[src/rtl/mul_slave.sv]
// mul_slave: memory-mapped 32x32->64 sequential shift-add multiplier.
// Bus window 0x0100-0x01FF; only the low address byte is decoded here.
// Reads are zero-wait combinational; writes land on the next clk edge.
module mul_slave #(
  parameter int OP_W = 32
) (
  input  logic        clk,
  input  logic        reset_n,
  input  logic        s_sel,
  input  logic        s_wr,
  input  logic [15:0] s_addr,
  input  logic [63:0] s_din,
  output logic [63:0] s_dout,
  output logic        m_interrupt
);

  localparam int RES_W = 2 * OP_W;
  localparam int CNT_W = $clog2(OP_W);
  localparam logic [CNT_W-1:0] CNT_LAST = CNT_W'(OP_W - 1);

  localparam logic [7:0] OFF_OPA    = 8'h00;
  localparam logic [7:0] OFF_OPB    = 8'h01;
  localparam logic [7:0] OFF_CTRL   = 8'h02;
  localparam logic [7:0] OFF_IEN    = 8'h03;
  localparam logic [7:0] OFF_STATUS = 8'h04;
  localparam logic [7:0] OFF_RESULT = 8'h05;

  typedef enum logic [1:0] {IDLE, EXEC, DONE} state_t;

  state_t            state;
  logic [OP_W-1:0]   opa, opb;
  logic              intr_en;
  logic [RES_W-1:0]  result;
  logic [RES_W-1:0]  mcand;
  logic [OP_W-1:0]   mplier;
  logic [CNT_W-1:0]  cnt;

  logic [7:0] off;
  logic       wr_en, start, clr;
  logic       unused_bits;

  assign off   = s_addr[7:0];
  assign wr_en = s_sel & s_wr;
  // Both CTRL bits are pulses derived from the write cycle itself; nothing stored.
  assign clr   = wr_en && (off == OFF_CTRL) && s_din[1];
  assign start = wr_en && (off == OFF_CTRL) && s_din[0] && !s_din[1];

  // Upper data bits and the window byte are decoded upstream.
  assign unused_bits = ^{s_din[63:OP_W], s_addr[15:8]};

  // Software-visible operand and interrupt-enable registers.
  always_ff @(posedge clk or negedge reset_n) begin
    if (!reset_n) begin
      opa     <= '0;
      opb     <= '0;
      intr_en <= 1'b0;
    end else if (wr_en) begin
      case (off)
        OFF_OPA: opa     <= s_din[OP_W-1:0];
        OFF_OPB: opb     <= s_din[OP_W-1:0];
        OFF_IEN: intr_en <= s_din[0];
        default: ;
      endcase
    end
  end

  // Multiplier FSM: start latches operand shadows, then exactly OP_W
  // shift-add iterations; later operand writes only affect the next start.
  always_ff @(posedge clk or negedge reset_n) begin
    if (!reset_n) begin
      state  <= IDLE;
      result <= '0;
      mcand  <= '0;
      mplier <= '0;
      cnt    <= '0;
    end else if (clr) begin
      state  <= IDLE;
      result <= '0;
      cnt    <= '0;
    end else begin
      case (state)
        IDLE, DONE: begin
          if (start) begin
            mcand  <= {{OP_W{1'b0}}, opa};
            mplier <= opb;
            result <= '0;
            cnt    <= '0;
            state  <= EXEC;
          end
        end
        EXEC: begin
          if (mplier[0]) result <= result + mcand;
          mcand  <= mcand << 1;
          mplier <= mplier >> 1;
          cnt    <= cnt + 1'b1;
          if (cnt == CNT_LAST) state <= DONE;
        end
        default: state <= IDLE;
      endcase
    end
  end

  // Interrupt is a pure AND of two flops, so it cannot glitch.
  assign m_interrupt = (state == DONE) && intr_en;

  // Zero-wait read mux; anything but a selected read returns zero.
  always_comb begin
    s_dout = '0;
    if (s_sel && !s_wr) begin
      case (off)
        OFF_OPA:    s_dout = {{(64-OP_W){1'b0}}, opa};
        OFF_OPB:    s_dout = {{(64-OP_W){1'b0}}, opb};
        OFF_IEN:    s_dout = {63'b0, intr_en};
        OFF_STATUS: s_dout = {62'b0, state == DONE, state == EXEC};
        OFF_RESULT: s_dout = result;
        default:    s_dout = '0;
      endcase
    end
  end

endmodule

[config.mk]
export PLATFORM = sky130hd
export DESIGN_NAME = mul_slave
export DESIGN_NICKNAME = d
export VERILOG_FILES = /design/src/rtl/mul_slave.sv
export SDC_FILE = /design/constraint.sdc
export NUM_CORES = 1
export LEC_CHECK = 0
export ABC_CLOCK_PERIOD_IN_PS = 2700
export CAP_MARGIN = 15
export CORE_ASPECT_RATIO = 0.5
export CORE_MARGIN = 2
export CORE_UTILIZATION = 31
export CTS_CLUSTER_DIAMETER = 60
export DETAILED_ROUTE_END_ITERATION = 16
export GPL_TIMING_DRIVEN = 0
export PLACE_DENSITY_LB_ADDON = 0.2
export SLEW_MARGIN = 20
export SYNTH_ARGS = -nofsm -noshare
export SYNTH_HDL_FRONTEND = slang
export SYNTH_SLANG_ARGS = --single-unit
export TNS_END_PERCENT = 100
[constraint.sdc]
create_clock -name clk -period 2.7 [get_ports clk]
set_input_delay 0.54 -clock clk [delete_from_list [all_inputs] [get_ports clk]]
set_output_delay 0.54 -clock clk [all_outputs]
set_load 0.05 [all_outputs]
======== Word level (Yosys, flattened, before mapping) ========
Cells that the tools add are included.
word-level totals
  logic and storage cells ................. 61
  bits of input ports ..................... 84
  register bits ........................... 232
  output and inout bits ................... 65
cells by class
  bitwise gates (word level) .............. 2
  multiplexer cells ....................... 17
  reductions and logical operators ........ 20
  add/sub/neg operators ................... 2
  eq/ne operators ......................... 12
operators with widths
  kind                                           count
  2-to-1 mux 64 bit                              5
  one-hot mux 64 bit (5 select lines)            1
  one-hot mux 64 bit (2 select lines)            2
  adder 64 bit                                   1
  one-hot mux 32 bit (2 select lines)            1
  2-to-1 mux 32 bit                              1
  == test 8 x 2 -> 1 bit, second input constant  2
  == test 8 x 3 -> 1 bit, second input constant  2
  2-to-1 mux 5 bit                               2
  one-hot mux 5 bit (2 select lines)             1
  AND reduction 2 bit                            5
  inequality test 3 bit, second input constant   3
  == test 8 x 1 -> 1 bit, second input constant  1
  zero test 8 bit                                1
  logical AND 1 bit                              6
  2-to-1 mux 2 bit                               3
  AND reduction 3 bit                            2
  adder 5 x 1 -> 5 bit, second input constant    1
  == test 5 bit, second input constant           1
  one-hot mux 2 bit (2 select lines)             1
  nonzero test 3 bit                             1
  == test 2 x 1 -> 1 bit, second input constant  1
  == test 2 bit, second input constant           1
  zero test 1 bit                                2
  6 further kinds                                6

======== Depth between registers and ports, before layout ========
  depth after elaboration ................. 7
  depth in mapped cells ................... 13

======== Worst setup path before layout ========
OpenSTA, ideal clock, no wires.
  path kind ............................... in2out
  start ................................... input s_addr[2]
  end ..................................... output s_dout[0]
  path slack .............................. -0.225 ns
  buffers on the path ..................... 2
  stages on the path ...................... 4
  data arrival time ....................... 2.385 ns
  path through ............................ clkbuf_1 -> buf_1 -> nand4b_1 -> a211oi_1
between the ends
  cells in the longest elaborated chain, start to end .. 3
  elaborated cells on any way between the ends .. 7
RTL lines
  item                                                  RTL line  RTL
  start: declaration                                    11        input logic [15:0] s_addr,
  == test 8 x 3 -> 1 bit, or another cell as far along  110       case (off)
  one-hot mux 64 bit (5 select lines) (*)               110
  2-to-1 mux 64 bit (*)                                 109       if (s_sel && !s_wr) begin
  end: declaration                                      13        output logic [63:0] s_dout,
Mark *: on every way between the ends. The rest lies on a longest branch, timed or not.

======== Worst setup path in the final report ========
  start ................................... register mcand[0]
  end ..................................... register result[54]
between the ends
  cells in the longest elaborated chain, start to end .. 4
RTL lines
  item                                 RTL line  RTL
  start: declaration                   34        logic [RES_W-1:0] mcand;
  start signal: assignment             84        mcand <= {{OP_W{1'b0}}, opa};
  start signal: assignment             93        mcand <= mcand << 1;
  adder 64 bit                         92        if (mplier[0]) result <= result + mcand;
  2-to-1 mux 64 bit                    92
  one-hot mux 64 bit (2 select lines)  81        case (state)
  2-to-1 mux 64 bit                    76        end else if (clr) begin
  end signal: assignment               92
  end: declaration                     33        logic [RES_W-1:0] result;
Every way passes these cells. The select of a mux whose other input is x is not followed.
A chain may end at the register's enable or synchronous reset.

==> summary.md <==
| Metric | Value |
|---|---|
| Status | `finished with violations` |
| CTS Buf Count | `25` |
| Clock Path Buffers | `3` |
| Mean Syn Cell Area | `between 9 and 10 um^2` |
| Post-synthesis sequential area ratio | `0.415` |
| Routed Antenna Nets | `0` |
| FF-to-FF setup slack | `-0.65 ns` |
| Synth warn | `0` |
| DP Area | `roughly 16000 um^2` |
| Crit. Startpoint | `mcand[0]` |
| Placeable Area | `between 40000 and 50000 um^2` |
| Die area | `roughly 47000 um^2` |
| Nets | `about 1.8k` |
| Setup violations, final | `30` |
| Starting DRT DRC Count | `a little under 800` |
| Yosys cell types | `just under 70` |
| Antenna cells | `0` |
| Syn Inst Count | `roughly 1.5k` |
| Gpl congestion | `between 0.8 and 0.9` |
| Register area | `5810 um^2` |
| Initial Util | `0.318` |
| Final hold viol count | `0` |
| FF+latch count, synth | `about 230` |
| DRT Pass-1 Iters | `5` |
| Design Area, Final | `approximately 18000 um^2` |
| CP Data Arrival Time | `approximately 3.8 ns` |
| Worst Skew | `between 0.01 and 0.015 ns` |
| Final wirelength | `approximately 43000 um` |
| Worst r2r src | `mcand[0]` |
| Hold_ws | `around 0.48 ns` |
| Tot GR Track Use | `0.181` |
| Worst skew pair latency | `around 0.55 ns` |
| Largest net degree at the start of global routing | `~90` |
| DR DRC count | `0` |
| Fin crit share | `1.24` |
| Worst Setup EP | `result[54]` |
| Syn-to-layout area delta | `29.6%` |
| Min-delay worst type | `flip-flop to flip-flop` |
| CTS root buf | `clkbuf_16` |
| CTS tree | `yes` |
| Io pins | `between 100 and 150` |
| Drt via density | `around 5.2` |
| Fmax achieved | `about 300 MHz` |
| Reg2reg path depth | `13` |
| CTS Sinks | `232` |
| Vias in the first global route | `approximately 12k` |
| First-pass GRT wire length | `68000 um` |
| Wire per inst | `about 19 um` |
| Setup WS pre-CTS | `-1.86 ns` |
| CP Launch Type | `flip-flop` |
| Die Height | `~150 um` |
| Tmin final | `about 3.3 ns` |
| Area of the multi-input gates | `about 8600 um^2` |
| Max-Slew Margin vs Limit | `0.391` |
| Max VDD drop | `around 400 uV` |
| Final Util | `0.412` |
| DP HPWL | `30900 um` |
| # port buffers | `between 100 and 150` |
| Ys flop type | `dfrtp_1` |
| Via Count | `roughly 12k` |
| Failing checks | `negative setup slack` |
| H-tree Lvls | `1` |
| Initial antenna violation count | `0` |
| Net Count, Synth | `about 1.6k` |
| Post-route setup slack | `-0.646 ns` |
| CP max FO | `2` |
| Fillcell total | `around 4.4k` |
| Pwr dens | `about 400 nW/um^2` |
| # Max-Cap Violations | `0` |
| Share of layout cells above drive strength 1 | `0.298` |
| Worst setup EP type | `flip-flop` |
| Synth async-reset ratio | `1.00` |
| Critical setup path kind | `flip-flop to flip-flop` |
| Leak | `8.07 nW` |
| Post-synth EDFFs | `0` |
| RSZ-0062 raised after global routing | `true` |
| Die X | `305 um` |
| Clock transition at the registers of the reported paths | `roughly 0.06 ns` |
| Worst Path Required | `around 3.1 ns` |
| Worst-Margin Slew | `~0.9 ns` |
| Rows | `54` |
| Final Max Slew Viols | `0` |
| Mapped Area | `approximately 14000 um^2` |
| Grt ovf | `0` |
| Worst r2r dst | `result[54]` |
[worst min path at each step]
stage	startpoint	to	slack, ns	cells past startpoint
2_1_floorplan	reset_n	cnt[0]	0.24	0
3_3_place_gp	mplier[3]	mplier[3]	0.46	2
3_5_place_dp	mplier[29]	mplier[29]	0.47	2
4_1_cts	s_addr[4]	state[1]	0.46	6
5_1_grt	s_addr[1]	opa[27]	0.49	3
6_report	mplier[2]	mplier[2]	0.48	2
[area by class of cell]
| cell class | instances | area share |
|---|---|---|
| multi-input combinational | 1118 | 0.471 |
| sequential | 232 | 0.320 |
| timing repair buffer | 185 | 0.0905 |
| tap | 588 | 0.0405 |
| clock buffer | 35 | 0.0398 |
| buffer | 89 | 0.0282 |
| clock inverter | 11 | 0.00510 |
| inverter | 23 | 0.00476 |
[state kept, by name, indices dropped and copies added, names as in the netlist]
register and flops:
mcand 64, result 64, mplier 32, opa 32, opb 32, cnt 5, state 2, intr_en 1
[where the power goes]
part	leakage [nW]	switching, mW	internal, mW	total [mW]
sequential	3.23	0.0411	3.52	3.56
clock	0.402	1.50	1.97	3.47
combinational	4.44	0.216	0.158	0.374
[placed cells by master, fill, tap and decap left out, types with 8 or more instances in the layout]
cell type,count
a21o_1,46
a21oi_1,60
a21oi_2,8
a22o_1,42
a22oi_1,30
and2_1,9
and2_2,28
buf_2,29
buf_4,82
buf_6,44
clkbuf_1,45
clkbuf_16,25
clkbuf_2,13
clkbuf_4,12
clkbuf_8,9
clkdlybuf4s50_1,32
dfrtp_1,232
ha_1,48
ha_2,8
ha_4,9
inv_1,22
mux2_2,95
mux2i_1,63
nand2_1,178
nand2b_1,9
nand4_1,22
nor2_1,47
nor2_2,30
nor2b_1,8
nor3_1,10
o21a_1,9
o21ai_0,127
o21ai_1,25
o21ai_2,8
o21bai_1,16
xnor2_1,24
xor2_1,28
[kinds of logic after synthesis]
group	share of synthesized area
AO/OA/AOI/OAI	0.199
XOR/XNOR	0.0375
adder cells (fa/ha/maj)	0.0595
buffers and inverters	0.0343
flip-flops	0.415
multiplexers	0.125
AND/OR/NAND/NOR	0.130
[timing repair]
item,4_1_cts,5_1_grt
endpoints found under the hold margin,68,0
pin swaps,35,51
hold buffers,1,0
resized for setup,487,179
setup buffers,39,45
endpoints found under the setup margin,263,160
cloned,1,0
[worst max-delay path, cell delays in order (launching register included)]
cell	delay, ns
dfrtp_1	0.38
ha_2	0.21
inv_2	0.04
fa_2	0.35
nor2b_2	0.14
o211ai_1	0.15
a21oi_2	0.27
a211oi_4	0.12
o32a_1	0.42
o41a_1	0.42
buf_4	0.18
o211ai_1	0.21
o21ai_1	0.08
a32o_1	0.27
[Yosys cell counts (all sizes together) (4+ instances only)]
master	number	area share
a211oi	8	0.0043
a21o	46	0.025
a21oi	72	0.026
a221oi	4	0.0029
a22o	42	0.026
a22oi	31	0.017
a31oi	8	0.0036
and2	40	0.018
and3	6	0.0027
buf	24	0.0087
clkbuf	72	0.019
dfrtp	232	0.41
ha	65	0.058
inv	23	0.0062
mux2	95	0.076
mux2i	63	0.045
nand2	187	0.050
nand2b	10	0.0045
nand3	11	0.0043
nand4	22	0.0098
nor2	80	0.021
nor2b	10	0.0045
nor3	18	0.0068
o211ai	7	0.0038
o21a	9	0.0048
o21ai	162	0.058
o21bai	18	0.0097
or3	6	0.0027
xnor2	31	0.019
xor2	29	0.018
[layer usage]
metal  vias to the layer above  GRT usage  routed length (um)
met5                         -          0                   0
li1                       5721          -                   -
met2                       195      0.295               20000
met4                         0     0.0410                 915
met3                        48     0.0278                1620
met1                      5902      0.254               20700
[through the flow]
stage / total power, mW / cells / TNS, ns
6_report: 7.41 / 2281 / -8.23
4_1_cts: 7.50 / 2246 / -7.48
2_1_floorplan: 3.76 / 1469 / -1.20
5_1_grt: 7.70 / 2281 / -12.22
3_5_place_dp: 3.98 / 2167 / -312.17
3_3_place_gp: 3.97 / 2164 / -2521.47
Power figures use the tool's default switching activity.
